`src/rtl/serial_topk_argmax_pkg.sv`:
```
// Shared types for the streaming top-K argmax block: FSM state encoding and sizing limits.
package serial_topk_argmax_pkg;

   typedef enum logic [0:0] {
      ST_ACCUM = 1'b0,
      ST_HOLD  = 1'b1
   } state_e;

   localparam int K_MAX = 8;

   function automatic bit signed_ge(input bit is_signed, input logic a_msb, input logic b_msb,
                                    input bit mag_ge);
      // Two's-complement ordering differs from unsigned only when the sign bits disagree.
      if (is_signed && (a_msb != b_msb)) return b_msb;
      return mag_ge;
   endfunction

endpackage

```
`src/rtl/serial_topk_argmax_slot.sv`:
```
// One rank cell of the top-K list: holds value/index/valid and reports whether it ranks at or above
// the incoming sample.
module topk_slot
   import serial_topk_argmax_pkg::*;
#(
   parameter int WIDTH  = 8,
   parameter int IW     = 3,
   parameter int SIGNED = 1
) (
   input  logic             clk,
   input  logic             rst,
   input  logic             clr,
   input  logic             load_new,
   input  logic             load_above,
   input  logic [WIDTH-1:0] above_val,
   input  logic [IW-1:0]    above_idx,
   input  logic             above_vld,
   input  logic [WIDTH-1:0] new_val,
   input  logic [IW-1:0]    new_idx,
   output logic [WIDTH-1:0] val,
   output logic [IW-1:0]    idx,
   output logic             vld,
   output logic             ge
);

   logic mag_ge;

   assign mag_ge = (val >= new_val);
   // Strict ordering for the newcomer: an equal value already held keeps its rank.
   assign ge = vld && signed_ge(SIGNED != 0, val[WIDTH-1], new_val[WIDTH-1], mag_ge);

   always_ff @(posedge clk or negedge rst) begin
      if (!rst) begin
         val <= '0;
         idx <= '0;
         vld <= 1'b0;
      end else if (clr) begin
         val <= '0;
         idx <= '0;
         vld <= 1'b0;
      end else if (load_new) begin
         val <= new_val;
         idx <= new_idx;
         vld <= 1'b1;
      end else if (load_above) begin
         val <= above_val;
         idx <= above_idx;
         vld <= above_vld;
      end
   end

endmodule

```
`src/rtl/serial_topk_argmax.sv`:
```
// Streaming top-K argmax over framed samples with rank-ordered result handshake.
// Optional out_val port enabled by defining SERIAL_TOPK_ARGMAX_VALUES_EN.
//
// state    | meaning
// ST_ACCUM | accepting samples, updating the rank list
// ST_HOLD  | result presented on out_*, waiting for out_ready
module serial_topk_argmax
   import serial_topk_argmax_pkg::*;
#(
   parameter int WIDTH        = 8,
   parameter int ARGMAX_WIDTH = 3,
   parameter int K            = 2,
   parameter int SIGNED       = 1
) (
   input  logic                      clk,
   input  logic                      rst,
   input  logic [WIDTH-1:0]          in_data,
   input  logic                      in_valid,
   input  logic                      in_last,
   output logic                      in_ready,
   output logic [K*ARGMAX_WIDTH-1:0] out_idx,
   output logic [K-1:0]              out_mask,
   output logic                      out_overflow,
   output logic                      out_valid,
   input  logic                      out_ready
`ifdef SERIAL_TOPK_ARGMAX_VALUES_EN
   ,
   output logic [K*WIDTH-1:0]        out_val
`endif
);

   localparam int AW = ARGMAX_WIDTH;
   localparam logic [AW-1:0] IDX_MAX = '1;

   state_e          state;
   logic [AW-1:0]   idx_cnt;
   logic            sat;
   logic            overflow;
   logic            accept;
   logic            clr;

   logic [K-1:0]    ge;
   logic [K-1:0]    load_new;
   logic [K-1:0]    load_above;
   logic [WIDTH-1:0] slot_val [K];
   logic [AW-1:0]    slot_idx [K];
   logic [K-1:0]     slot_vld;
   logic [WIDTH-1:0] up_val [K];
   logic [AW-1:0]    up_idx [K];
   logic [K-1:0]     up_vld;

   assign in_ready     = !out_valid;
   assign accept       = in_valid && in_ready;
   assign clr          = out_valid && out_ready;
   assign out_overflow = overflow;

   always_ff @(posedge clk or negedge rst) begin
      if (!rst) begin
         state     <= ST_ACCUM;
         idx_cnt   <= '0;
         sat       <= 1'b0;
         overflow  <= 1'b0;
         out_valid <= 1'b0;
      end else begin
         case (state)
            ST_ACCUM: begin
               if (accept) begin
                  // sat marks that the last index has been used; any beat after that overflows.
                  if (idx_cnt != IDX_MAX) begin
                     idx_cnt <= idx_cnt + 1'b1;
                  end else begin
                     sat      <= 1'b1;
                     overflow <= overflow | sat;
                  end
                  if (in_last) begin
                     state     <= ST_HOLD;
                     out_valid <= 1'b1;
                  end
               end
            end
            ST_HOLD: begin
               if (out_ready) begin
                  state     <= ST_ACCUM;
                  out_valid <= 1'b0;
                  idx_cnt   <= '0;
                  sat       <= 1'b0;
                  overflow  <= 1'b0;
               end
            end
            default: begin
               state     <= ST_ACCUM;
               out_valid <= 1'b0;
            end
         endcase
      end
   end

   // The ge flags form a thermometer (list is sorted, valid entries contiguous), so the
   // insertion point p is the first clear flag; slots below p shift down by one.
   for (genvar r = 0; r < K; r++) begin : g_rank
      if (r == 0) begin : g_first
         assign up_val[r]     = '0;
         assign up_idx[r]     = '0;
         assign up_vld[r]     = 1'b0;
         assign load_new[r]   = accept && !ge[r];
         assign load_above[r] = 1'b0;
      end else begin : g_next
         assign up_val[r]     = slot_val[r-1];
         assign up_idx[r]     = slot_idx[r-1];
         assign up_vld[r]     = slot_vld[r-1];
         assign load_new[r]   = accept && ge[r-1] && !ge[r];
         assign load_above[r] = accept && !ge[r-1];
      end

      topk_slot #(
         .WIDTH  (WIDTH),
         .IW     (AW),
         .SIGNED (SIGNED)
      ) u_slot (
         .clk        (clk),
         .rst        (rst),
         .clr        (clr),
         .load_new   (load_new[r]),
         .load_above (load_above[r]),
         .above_val  (up_val[r]),
         .above_idx  (up_idx[r]),
         .above_vld  (up_vld[r]),
         .new_val    (in_data),
         .new_idx    (idx_cnt),
         .val        (slot_val[r]),
         .idx        (slot_idx[r]),
         .vld        (slot_vld[r]),
         .ge         (ge[r])
      );

      assign out_idx[r*AW +: AW] = slot_idx[r];
      assign out_mask[r]         = slot_vld[r];
`ifdef SERIAL_TOPK_ARGMAX_VALUES_EN
      assign out_val[r*WIDTH +: WIDTH] = slot_val[r];
`endif
   end

endmodule
```
`config.mk`:
```
export PLATFORM = sky130hd
export DESIGN_NAME = serial_topk_argmax
export DESIGN_NICKNAME = d
export VERILOG_FILES = /design/src/rtl/serial_topk_argmax_pkg.sv /design/src/rtl/serial_topk_argmax_slot.sv /design/src/rtl/serial_topk_argmax.sv
export SDC_FILE = /design/constraint.sdc
export NUM_CORES = 1
export LEC_CHECK = 0
export BUFFER_PORTS_ARGS = -buffer_cell sky130_fd_sc_hd__buf_2
export CAP_MARGIN = 20
export CORE_MARGIN = 10
export CORE_UTILIZATION = 45
export DETAILED_ROUTE_END_ITERATION = 12
export PLACE_DENSITY = 0.63
export SLEW_MARGIN = 5
export SYNTH_ARGS = -nofsm -noshare
export SYNTH_HDL_FRONTEND = slang
export SYNTH_SLANG_ARGS = --single-unit
```
`constraint.sdc`:
```
create_clock -name clk -period 4.15 [get_ports clk]
set_clock_uncertainty 0.05 [all_clocks]
set_input_delay 0.83 -clock clk [delete_from_list [all_inputs] [get_ports clk]]
set_output_delay 0.83 -clock clk [all_outputs]
set_load 0.005 [all_outputs]
```
==> summary.txt <==
Power
  – Power Internal: roughly 690 uW
  – Leakage: a little under 1 nW
  – Maximum VDD drop: ~0.25 mV
  – Power share of the combinational group: 0.357
  – Power share of the clock group: 0.232
  – PwrDens: around 540 nW/um2
  – NetSw: around 440 uW
  – Switching share of total power: 0.387
  – Sequential share of power: 0.410

Worst setup path
  – CP Launch Type: input port
  – CP max-delay cell: a31oi_1
  – Crit-path cells: buf_2 -> inv_1 -> ha_1 -> o211ai_2 -> a21oi_1 -> o41ai_1 -> a31oi_1 -> a22oi_1 -> o21ai_1
  – CP Data Arrival Time: a little under 3000 ps
  – Setup crit end kind: register
  – WP data required: 4310 ps
  – R2R setup slack: around 1700 ps
  – Crit Path Class: input port to register
  – Register-to-Register Path Depth: 7
  – CP Max Fanout: 11
  – Worst r2r dst: g_rank[1].u_slot.val[6]
  – Reg-to-reg startpoint: g_rank[1].u_slot.val[3]
  – Max incr delay on CP: 840 ps

CTS
  – Postcts setup bufs: 0
  – TritonCTS clock tree: built
  – Clock slew at reported path FFs: roughly 70 ps
  – # resized after CTS: 0
  – CTS root buf: clkbuf_8
  – Worst-Skew Late Latency: 280 ps
  – CTS buffer count: 5
  – TritonCTS Sinks: 31
  – Max H-tree Level: 2
  – Max Root-Sink Buffers: 2
  – Hold-fix buffers, CTS: 0

Timing
  – Fin. Hold Viols: 0
  – Worst Hold Margin: just under 500 ps
  – Final min period: 2760 ps
  – Period utilization: 0.665
  – Highest Clock Rate: roughly 360 MHz
  – RSZ-0062 raised after global routing: no
  – Max_slew headroom: 0.256
  – Slew @ Worst Pin: about 1100 ps
  – Slew Limit Fails: 0
  – Setup violators final: 0
  – Setup TNS: 0 ps

Run
  – Max-Cap Viols: 0

Route
  – Antenna-violating nets left: 0
  – Post-DR vias/cell: slightly below 6
  – WL final: between 4000 and 5000 um
  – Via count: between 1,500 and 2,000
  – DRC: 0
  – Iteration-0 DRC Markers: 204
  – Drt pass-1 iters: 4
  – Wire per inst: approximately 17 um

Run status
  – Status: completed

Floorplan
  – Core area: ~4000 um2
  – Die area: around 7000 um2
  – Initial core utilization: 0.462
  – IO Count: 24
  – Die Span X: 84.1 um
  – Row cnt: 23
  – Die height: 84.1 um

Yosys
  – Synth async-reset ratio: 1.00
  – Yosys cell types: 34
  – Post-synth EDFFs: 0
  – Main combinational cell family by area after synthesis: compound AO/OA/AOI/OAI gates
  – Post-Synthesis Cell Area: around 1800 um2
  – Compound-gate portion of the synthesized area: 0.266
  – Mux cell area share after synthesis: 0.00541
  – Synth Area in Adders: 0.122
  – Seq/Total Area, Yosys: 0.419
  – Most common flop cell mapped by yosys: dfrtp_1
  – Xor/xnor share of the synthesized area: 0
  – Syn Nets: 229
  – Seq cells post-synth: 31
  – YS warnings: 0
  – Mean post-synth cell area: between 9 and 10 um2
  – Post-Synth Simple-Gate Area: 0.117
  – Post-synthesis cell count: about 200

Layout
  – Fin nets: between 200 and 250
  – Diodes inserted: 0
  – Layout fillers: 357
  – Area grow syn2layout: 11.6%
  – Leading cell type in the layout, fill and taps excluded: dfrtp_1
  – Most frequent cells in the layout: 31 x dfrtp_1, 29 x nand2_1, 25 x o21ai_1, 23 x buf_2, 18 x ha_1
  – Layout cells sized above 1: 0.188
  – Post-route cell area: between 2000 and 2500 um2

Min path
  – HP Start: g_rank[0].u_slot.idx[1]
  – Worst hold path depth: 2
  – Worst min path class: register to register
  – Worst Hold End: g_rank[0].u_slot.idx[1]

Place
  – Placed instance area: roughly 2000 um2
  – IO buf count: 23
  – Detailed placement HPWL: ~3200 um
  – Final Wtd Congestion: 0.881

Global route
  – Remaining Overflow, GRT: 0
  – Vias in the first global route: 1,537
  – Initial antenna violation count: 0
  – First-pass GRT wire length: 7580 um
  – Largest net degree at the start of global routing: 32
  – Gr usage total: 0.129
-- registers in the layout, summed over array words and instances (netlist names) --
signal / flops
out_valid: 1
g_rank.u_slot.vld: 2
sat: 1
g_rank.u_slot.val: 16
g_rank.u_slot.idx: 6
idx_cnt: 3
state: 1
out_overflow: 1
-- how the worst max path moves through the flow --
stage	from	end	slack [ps]	depth (start not counted)
after CTS	in_data[3]	g_rank[1].u_slot.idx[2]	1370	9
final	in_data[3]	g_rank[1].u_slot.val[6]	1390	9
after global routing	in_data[3]	g_rank[1].u_slot.idx[2]	1230	9
after global placement	in_data[3]	g_rank[1].u_slot.idx[2]	1230	9
after floorplan	in_data[5]	g_rank[1].u_slot.idx[0]	1740	8
after detailed placement	in_data[3]	g_rank[1].u_slot.idx[1]	1110	9
-- layout make-up --
type	count	area [um2]	share of cell area
inverters	14	52.6	0.0255
flip-flops and latches	31	776	0.376
clock buffers	8	100	0.0485
well taps	50	62.6	0.0303
multi-input cells	140	943	0.457
repair buffers	25	130	0.0630
-- power by group through the flow --
stage / Combinational, mW / Clock, mW / Sequential (mW)
6_report: 0.401 / 0.261 / 0.461
5_1_grt: 0.448 / 0.284 / 0.470
2_1_floorplan: 0.303 / 0 / 0.442
3_3_place_gp: 0.384 / 0 / 0.460
4_1_cts: 0.399 / 0.272 / 0.458
3_5_place_dp: 0.397 / 0 / 0.462
-- metal layers --
layer | global-route usage | part of all wire | routed length, um
met1 | 0.160 | 0.46 | 2110
met2 | 0.198 | 0.45 | 2070
met3 | 0.0400 | 0.065 | 296
met4 | 0.0609 | 0.022 | 100
met5 | 0 | 0 | 0
-- synthesized netlist by cell type (2+ instances only) --
library cell / instances / area share
dfrtp_1: 31 / 0.42
nand2_1: 29 / 0.059
o21ai_1: 25 / 0.068
ha_1: 18 / 0.12
inv_1: 12 / 0.024
a22oi_1: 11 / 0.045
a32oi_1: 11 / 0.052
a21oi_1: 7 / 0.019
clkbuf_1: 6 / 0.012
nor2_1: 5 / 0.010
o21ai_0: 5 / 0.014
a31oi_1: 4 / 0.014
buf_4: 3 / 0.012
o22ai_1: 3 / 0.010
a21o_1: 2 / 0.0081
buf_2: 2 / 0.0054
buf_6: 2 / 0.012
inv_2: 2 / 0.0041
nor2_2: 2 / 0.0068
nor3_1: 2 / 0.0054
nor3b_1: 2 / 0.0081
o41ai_1: 2 / 0.0095
-- through the flow --
step           utilization  cells  worst slack [ps]  power (mW)
2_1_floorplan            -    198              1740       0.745
6_report             0.516    268              1390        1.12
4_1_cts              0.516    268              1370        1.13
5_1_grt              0.516    268              1230        1.20
3_3_place_gp         0.491    260              1230       0.844
3_5_place_dp         0.491    260              1110       0.859
-- critical path, delay by kind of cell --
family | cells | cell delay [ps]
fa+ha+maj | 1 | 320
compound gates | 6 | 1610
buf+inv | 2 | 160
-- logic make-up after synthesis --
family	after synthesis
muxes	1
buffers and inverters	27
adders and majority gates	18
DFF	31
AOI/OAI and AO/OA	74
and+or+nand+nor	47
(Power assumes the default switching activity.)
